[config.mk]
export PLATFORM = sky130hd
export DESIGN_NAME = shape_color_classifier
export DESIGN_NICKNAME = d
export VERILOG_FILES = /design/src/rtl/image_proc_pkg.sv /design/src/rtl/row_width_tracker.sv /design/src/rtl/shape_color_classifier.sv
export SDC_FILE = /design/constraint.sdc
export NUM_CORES = 1
export LEC_CHECK = 0
export ABC_AREA = 1
export CAP_MARGIN = 20
export CORE_UTILIZATION = 58
export CTS_BUF_LIST = sky130_fd_sc_hd__clkbuf_2
export DETAILED_ROUTE_END_ITERATION = 8
export PLACE_DENSITY = 0.78
export SLEW_MARGIN = 5
export SYNTH_ARGS = -nofsm -noshare
export SYNTH_HDL_FRONTEND = slang
export SYNTH_HIERARCHICAL = 1
export SYNTH_SLANG_ARGS = --single-unit
export TNS_END_PERCENT = 20
[constraint.sdc]
create_clock -name CLK -period 3.9 [get_ports CLK]
set_input_delay 0.78 -clock CLK [delete_from_list [all_inputs] [get_ports CLK]]
set_output_delay 0.78 -clock CLK [all_outputs]
set_load 0.02 [all_outputs]
[src/rtl/image_proc_pkg.sv]
// image_proc_pkg: color codes, shape codes and frame FSM states
// shared by the shape/color classifier and its row width tracker.
package image_proc_pkg;

    typedef enum logic [1:0] {
        COLOR_NONE = 2'b00,
        COLOR_RED  = 2'b01,
        COLOR_BLUE = 2'b10
    } color_e;

    typedef enum logic [1:0] {
        SHAPE_NONE     = 2'b00,
        SHAPE_DIAMOND  = 2'b01,
        SHAPE_SQUARE   = 2'b10,
        SHAPE_TRIANGLE = 2'b11
    } shape_e;

    typedef enum logic [1:0] {
        PRIME  = 2'b00,
        ACCUM  = 2'b01,
        DECIDE = 2'b10
    } state_e;

    // RGB332: red channel top two bits dominates blue and green.
    function automatic logic px_is_red(input logic [7:0] px);
        return (px[7:6] > px[1:0]) && (px[7:6] > px[4:3]);
    endfunction

    // RGB332: blue channel dominates red and green; ties are neither.
    function automatic logic px_is_blue(input logic [7:0] px);
        return (px[1:0] > px[7:6]) && (px[1:0] > px[4:3]);
    endfunction

    function automatic logic [8:0] abs_diff9(
        input logic [8:0] a,
        input logic [8:0] b
    );
        return (a >= b) ? (a - b) : (b - a);
    endfunction

endpackage

[src/rtl/row_width_tracker.sv]
// row_width_tracker: counts colored pixels per row and keeps the
// widest qualifying row of every horizontal band.
module row_width_tracker
    import image_proc_pkg::*;
#(
    parameter int SCREEN_WIDTH   = 176,
    parameter int SCREEN_HEIGHT  = 144,
    parameter int NUM_BANDS      = 3,
    parameter int MIN_ROW_PIXELS = 8
) (
    input  logic       CLK,
    input  logic       RESET,
    input  logic       clear,
    input  logic       pix_valid,
    input  logic       pix_colored,
    input  logic       frame_edge,
    input  logic [9:0] pix_x,
    input  logic [9:0] pix_y,
    output logic [7:0] w0,
    output logic [7:0] wm,
    output logic [7:0] wl
);

    localparam int BAND_H = SCREEN_HEIGHT / NUM_BANDS;
    localparam int BW     = $clog2(NUM_BANDS);

    logic [7:0]    row_width;
    logic [7:0]    row_base;
    logic [7:0]    row_sum;
    logic [7:0]    band_max [NUM_BANDS];
    logic [BW-1:0] band_idx;
    logic          row_end;

    // Row width including the current pixel; column 0 starts a new row.
    always_comb begin
        row_base = (pix_x == 10'd0) ? 8'd0 : row_width;
        row_sum  = row_base;
        if (pix_valid && pix_colored && row_base != 8'hFF)
            row_sum = row_base + 8'd1;
    end

    assign band_idx = BW'(pix_y / 10'(BAND_H));

    // A frame edge in the same cycle drops the row being closed.
    assign row_end = pix_valid && !frame_edge &&
                     (pix_x == 10'(SCREEN_WIDTH - 1));

    // Accumulate row width and capture the per-band maximum at row end.
    always_ff @(posedge CLK) begin
        if (RESET || clear) begin
            row_width <= '0;
            for (int i = 0; i < NUM_BANDS; i++)
                band_max[i] <= '0;
        end else if (row_end) begin
            row_width <= '0;
            if (row_sum >= 8'(MIN_ROW_PIXELS) &&
                row_sum > band_max[band_idx])
                band_max[band_idx] <= row_sum;
        end else begin
            row_width <= row_sum;
        end
    end

    assign w0 = band_max[0];
    assign wm = band_max[NUM_BANDS/2];
    assign wl = band_max[NUM_BANDS-1];

endmodule

[src/rtl/shape_color_classifier.sv]
// shape_color_classifier: per-frame red/blue count and band-width
// shape decision. IMAGE_PROC_CONFIRM_EN adds multi-frame confirmation.
module shape_color_classifier
    import image_proc_pkg::*;
#(
    parameter int SCREEN_WIDTH   = 176,
    parameter int SCREEN_HEIGHT  = 144,
    parameter int NUM_BANDS      = 3,
    parameter int COLOR_THRESH   = 23000,
    parameter int MIN_ROW_PIXELS = 8,
    parameter int TRI_DELTA      = 7,
    parameter int DIA_DELTA      = 15,
    parameter int SQ_TOL         = 5
`ifdef IMAGE_PROC_CONFIRM_EN
    ,
    parameter int CONFIRM_FRAMES = 3
`endif
) (
    input  logic       CLK,
    input  logic       RESET,
    input  logic [7:0] PIXEL_IN,
    input  logic [9:0] VGA_PIXEL_X,
    input  logic [9:0] VGA_PIXEL_Y,
    input  logic       VGA_VSYNC_NEG,
    output logic [1:0] RESULT,
    output logic [1:0] SHAPE,
    output logic       FRAME_DONE
);

    localparam logic [15:0] THRESH16 = 16'(COLOR_THRESH);
    localparam logic [8:0]  TRI9     = 9'(TRI_DELTA);
    localparam logic [8:0]  DIA9     = 9'(DIA_DELTA);
    localparam logic [8:0]  SQ9      = 9'(SQ_TOL);

    state_e      state;
    state_e      state_next;
    logic        accum_en;
    logic        decide;
    logic        vsync_prev;
    logic        frame_edge;
    logic        in_area;
    logic        pix_valid;
    logic        pix_red;
    logic        pix_blue;
    logic [15:0] red_count;
    logic [15:0] blue_count;
    logic [7:0]  w0;
    logic [7:0]  wm;
    logic [7:0]  wl;
    logic [8:0]  w0_9;
    logic [8:0]  wm_9;
    logic [8:0]  wl_9;
    color_e      color_dec;
    shape_e      shape_dec;

    // Previous vsync level for falling-edge detection.
    always_ff @(posedge CLK) begin
        if (RESET) vsync_prev <= 1'b0;
        else       vsync_prev <= VGA_VSYNC_NEG;
    end

    assign frame_edge = vsync_prev && !VGA_VSYNC_NEG;

    // Frame state register.
    always_ff @(posedge CLK) begin
        if (RESET) state <= PRIME;
        else       state <= state_next;
    end

    // Frame edges advance PRIME and ACCUM; DECIDE lasts one cycle.
    always_comb begin
        state_next = state;
        unique case (state)
            PRIME:   if (frame_edge) state_next = ACCUM;
            ACCUM:   if (frame_edge) state_next = DECIDE;
            DECIDE:  state_next = ACCUM;
            default: state_next = PRIME;
        endcase
    end

    // State decode: pixel counting enable and decision cycle.
    always_comb begin
        accum_en = 1'b0;
        decide   = 1'b0;
        unique case (state)
            ACCUM:   accum_en = 1'b1;
            DECIDE:  decide   = 1'b1;
            default: ;
        endcase
    end

    assign in_area   = (VGA_PIXEL_X < 10'(SCREEN_WIDTH)) &&
                       (VGA_PIXEL_Y < 10'(SCREEN_HEIGHT));
    assign pix_valid = accum_en && in_area;
    assign pix_red   = px_is_red(PIXEL_IN);
    assign pix_blue  = px_is_blue(PIXEL_IN);

    // Saturating red/blue pixel counters, cleared by each decision.
    always_ff @(posedge CLK) begin
        if (RESET || decide) begin
            red_count  <= '0;
            blue_count <= '0;
        end else begin
            if (pix_valid && pix_red && red_count != 16'hFFFF)
                red_count <= red_count + 16'd1;
            if (pix_valid && pix_blue && blue_count != 16'hFFFF)
                blue_count <= blue_count + 16'd1;
        end
    end

    row_width_tracker #(
        .SCREEN_WIDTH   (SCREEN_WIDTH),
        .SCREEN_HEIGHT  (SCREEN_HEIGHT),
        .NUM_BANDS      (NUM_BANDS),
        .MIN_ROW_PIXELS (MIN_ROW_PIXELS)
    ) u_rows (
        .CLK         (CLK),
        .RESET       (RESET),
        .clear       (decide),
        .pix_valid   (pix_valid),
        .pix_colored (pix_red || pix_blue),
        .frame_edge  (frame_edge),
        .pix_x       (VGA_PIXEL_X),
        .pix_y       (VGA_PIXEL_Y),
        .w0          (w0),
        .wm          (wm),
        .wl          (wl)
    );

    assign w0_9 = {1'b0, w0};
    assign wm_9 = {1'b0, wm};
    assign wl_9 = {1'b0, wl};

    // Dominant color above threshold; blue takes priority.
    always_comb begin
        color_dec = COLOR_NONE;
        if (blue_count > red_count && blue_count > THRESH16)
            color_dec = COLOR_BLUE;
        else if (red_count > blue_count && red_count > THRESH16)
            color_dec = COLOR_RED;
    end

    // Shape from band widths, first match wins; no color means no shape.
    always_comb begin
        shape_dec = SHAPE_NONE;
        if (wl_9 > w0_9 + TRI9)
            shape_dec = SHAPE_TRIANGLE;
        else if (wm_9 > w0_9 + DIA9 && wm_9 > wl_9 + DIA9)
            shape_dec = SHAPE_DIAMOND;
        else if (abs_diff9(w0_9, wl_9) <= SQ9 &&
                 abs_diff9(wm_9, w0_9) <= SQ9 &&
                 w0_9 != 9'd0)
            shape_dec = SHAPE_SQUARE;
        if (color_dec == COLOR_NONE)
            shape_dec = SHAPE_NONE;
    end

`ifdef IMAGE_PROC_CONFIRM_EN
    localparam logic [2:0] CONFIRM_N = 3'(CONFIRM_FRAMES);

    logic [3:0] cand;
    logic [3:0] prev_cand;
    logic [2:0] match_cnt;
    logic [2:0] match_next;

    assign cand = {color_dec, shape_dec};

    // Run length of identical consecutive candidates, saturating.
    always_comb begin
        match_next = 3'd1;
        if (cand == prev_cand)
            match_next = (match_cnt == 3'd7) ? 3'd7 : match_cnt + 3'd1;
    end

    // Publish a candidate only after enough identical frames.
    always_ff @(posedge CLK) begin
        if (RESET) begin
            prev_cand <= '0;
            match_cnt <= '0;
            RESULT    <= COLOR_NONE;
            SHAPE     <= SHAPE_NONE;
        end else if (decide) begin
            prev_cand <= cand;
            match_cnt <= match_next;
            if (match_next >= CONFIRM_N) begin
                RESULT <= color_dec;
                SHAPE  <= shape_dec;
            end
        end
    end
`else
    // Publish every frame decision directly.
    always_ff @(posedge CLK) begin
        if (RESET) begin
            RESULT <= COLOR_NONE;
            SHAPE  <= SHAPE_NONE;
        end else if (decide) begin
            RESULT <= color_dec;
            SHAPE  <= shape_dec;
        end
    end
`endif

    // One-cycle strobe following the decision cycle.
    always_ff @(posedge CLK) begin
        if (RESET) FRAME_DONE <= 1'b0;
        else       FRAME_DONE <= decide;
    end

endmodule

==> impl_metrics.yaml <==
floorplan:
  die_area_sq_um: 13900
  core-area_sq_um: 12800
  die_w_um: 118
  rows: 41
  start_util: 0.605
  fp.dieH_um: 118
  num_io_pins: 36
setup_path:
  endpoint: "u_rows/band_max[3][1]$_DFFE_PP_"
  crit_family: "simple AND/OR/NAND/NOR gates"
  crit_top_cell: "nand2_1"
  slowest_stage: "clkdlybuf4s50_1"
  arrival_ns: 3.97
  cp.required_ns: 4.19
  reg2reg_depth: 20
  path_depth: 25
  critPathLaunchType: "primary input"
  setup.worst_path.start: "VGA_PIXEL_X[5]"
  regToRegSetupSlack_ns: 0.79
  criticalPathCategory: "primary input to register"
  worstSetupEndpointType: "register"
  reg2reg_to: "u_rows/band_max[3][1]$_DFFE_PP_"
  path_max_fanout: 8
  cpPeakStageDelay_ns: 0.49
  reg2reg_from: "u_rows/row_width[1]$_SDFF_PP0_"
  path_buf_inv: 7
synth:
  ys_warn_count: 6
  netlist_area_sq_um: 7760
  ys_ff_latch: 80
  synth.avg_cell_area_sq_um: 6.70
  ys_seq_area_frac: 0.248
  ys_types: 53
  syn_nets: 1286
  synthCells: 1158
cts:
  cts-root-buf: "clkbuf_2"
  path_clk_slew_ns: 0.24
  ctsHoldBuffers: 0
  clkSinkCount: 80
  cts_resized: 0
  insertion_delay_ns: 0.56
  cts_setup_buffers: 0
  cts_tree: "built"
  cts_buffers: 9
  clockBufferDepth: 2
  cts-htree-levels: 3
power_and_ir_drop:
  intPower_uw: 1290
  switching_share: 0.325
  p_total_uw: 1920
  pwr-share-seq: 0.470
  combPwrFrac: 0.257
  leakagePower_uw: 0.00431
  p_sw_uw: 623
  p_per_area_nw_per_um2: 218
  pwr-share-clk: 0.273
  vdd_drop_max_v: 0.000196
sta:
  rsz0062_at_grt: "true"
  finalSetupViolCount: 0
  hold_viol: 0
  finalCriticalPeriod_ns: 3.67
  finalSetupTns_ns: 0
  min_period_over_period: 0.941
  fmax_ghz: 0.272
  relSlewSlack: 0.547
  report.final.slew_viol_count: 0
  worstMarginPinSlew_ns: 0.675
  skew_ns: 0.0287
global_routing:
  grt_pass1_vias: 7070
  grt_pass1_wl_um: 32400
  grt_overflow: 0
  antenna_found_initial: 1
  grt_usage: 0.285
  grt_max_degree: 26
route:
  via_per_inst: 5.36
  ant_nets: 0
  first_pass_iters: 6
  via_count: 7599
  drtIter0Drc: 499
  wirelength_um: 19000
  wl_per_cell_um: 13.4
  drc: 0
finish:
  fin_area_sq_um: 8790
  finalNonFillerCells: 1419
  layout_common_cells: "303 x nand2_1, 184 x inv_1, 128 x nor2_1"
  final_common_cell: "nand2_1"
  finalNetCount: 1369
  area_growth_pct: 13.2
  finish.utilization: 0.685
  drive_gt1_frac: 0.104
placed_design:
  dp.cells: 1402
  dpl_cell_area_sq_um: 8620
  numPortBuffers: 29
  dpl.hpwl_um: 15300
  routabilityCongestion: 0.935
job:
  maxCapViolCount: 0
min_path:
  min_path_type: "register to register"
run_status:
  status: "finished, final reports clean"
worst min-delay path by stage:
stage                                            from                          end  slack (ns)  cells after the start
final                      blue_count[3]$_SDFFE_PP0P_   blue_count[4]$_SDFFE_PP0P_        0.46                      2
after global routing           RESULT[0]$_SDFFE_PP0P_       RESULT[0]$_SDFFE_PP0P_        0.49                      2
after CTS                  blue_count[3]$_SDFFE_PP0P_   blue_count[4]$_SDFFE_PP0P_        0.47                      2
after detailed placement       RESULT[1]$_SDFFE_PP0P_       RESULT[1]$_SDFFE_PP0P_        0.44                      2
after global placement         RESULT[1]$_SDFFE_PP0P_       RESULT[1]$_SDFFE_PP0P_        0.44                      2
after floorplan           blue_count[15]$_SDFFE_PP0P_  blue_count[15]$_SDFFE_PP0P_        0.45                      2
power by group through the flow:
stage / Sequential (uW) / Combinational, uW / Clock (uW)
floorplan: 909 / 338 / 0
global placement: 919 / 471 / 0
detailed placement: 919 / 482 / 0
CTS: 902 / 485 / 535
global route: 904 / 563 / 570
finish: 902 / 493 / 523
state kept, by name (all words and copies together), names as in the netlist:
register,flops
u_rows/band_max,32
blue_count,16
red_count,16
u_rows/row_width,8
RESULT,2
SHAPE,2
state,2
FRAME_DONE,1
vsync_prev,1
worst reg2reg max path: cells and delay by family, from the launching register on:
family | cells | cell delay [ns]
AND/OR/NAND/NOR | 12 | 1.20
buffers and inverters | 5 | 0.54
adder cells (fa/ha/maj) | 2 | 0.48
flip-flops | 1 | 0.38
AO/OA/AOI/OAI | 1 | 0.24
through the flow:
| step | hold slack (ns) | worst slack [ns] |
|---|---|---|
| floorplan | 0.445 | 0.0126 |
| global placement | 0.438 | -0.472 |
| detailed placement | 0.440 | -0.540 |
| CTS | 0.466 | 0.0728 |
| global route | 0.493 | 0.0163 |
| finish | 0.464 | 0.228 |
cell usage after synthesis, drive strengths merged:
cell	number	area (sq um)
or2	10	62.6
o221ai	1	8.76
o21bai	4	30.0
nand3	78	455
and3	1	6.26
o211ai	11	82.6
o21ai	33	173
nand3b	4	33.8
a211oi	2	15.0
nor4	8	65.1
clkbuf	2	7.51
buf	3	15.0
a31oi	2	12.5
edfxtp	32	961
nor3	28	161
clkinv	3	12.5
a21o	5	37.5
nor3b	2	15.0
fa	4	80.1
a21oi	62	322
a221oi	2	17.5
or3	1	6.26
inv	193	724
xor2	25	219
o22ai	5	31.3
dlymetal6s2s	1	12.5
nand4	22	159
o2111ai	1	8.76
nor2	146	608
ha	93	1160
nand2	319	1240
dfxtp	48	961
xnor2	3	26.3
o21a	4	30.0
kinds of logic (layout without fill, tap and decap cells):
group / after synthesis / count (layout) / share of synthesized area
simple gates: 619 / 619 / 0.362
buf+inv: 202 / 290 / 0.0994
compound gates: 132 / 132 / 0.0990
fa+ha+maj: 97 / 97 / 0.160
flops: 80 / 80 / 0.248
xor+xnor: 28 / 28 / 0.0316
other cells: 0 / 1 / 0
routing by layer:
layer	up-vias	wire length, um	share of wire	global-route usage
li1	3925	-	-	-
met2	227	8950	0.47	0.479
met3	39	1030	0.054	0.0402
met4	0	343	0.018	0.0938
met1	3408	8650	0.46	0.373
met5	-	0	0	0
area by class of cell:
cell class,instances,area (sq um)
clock inverter,7,93.8
clock buffer,9,45.0
sequential,80,1920
antenna,1,2.50
tap,172,215
multi-input combinational,876,5100
fill,1165,4040
inverter,196,739
timing repair buffer,78,671
No activity file was read; power rests on OpenSTA's default activity.
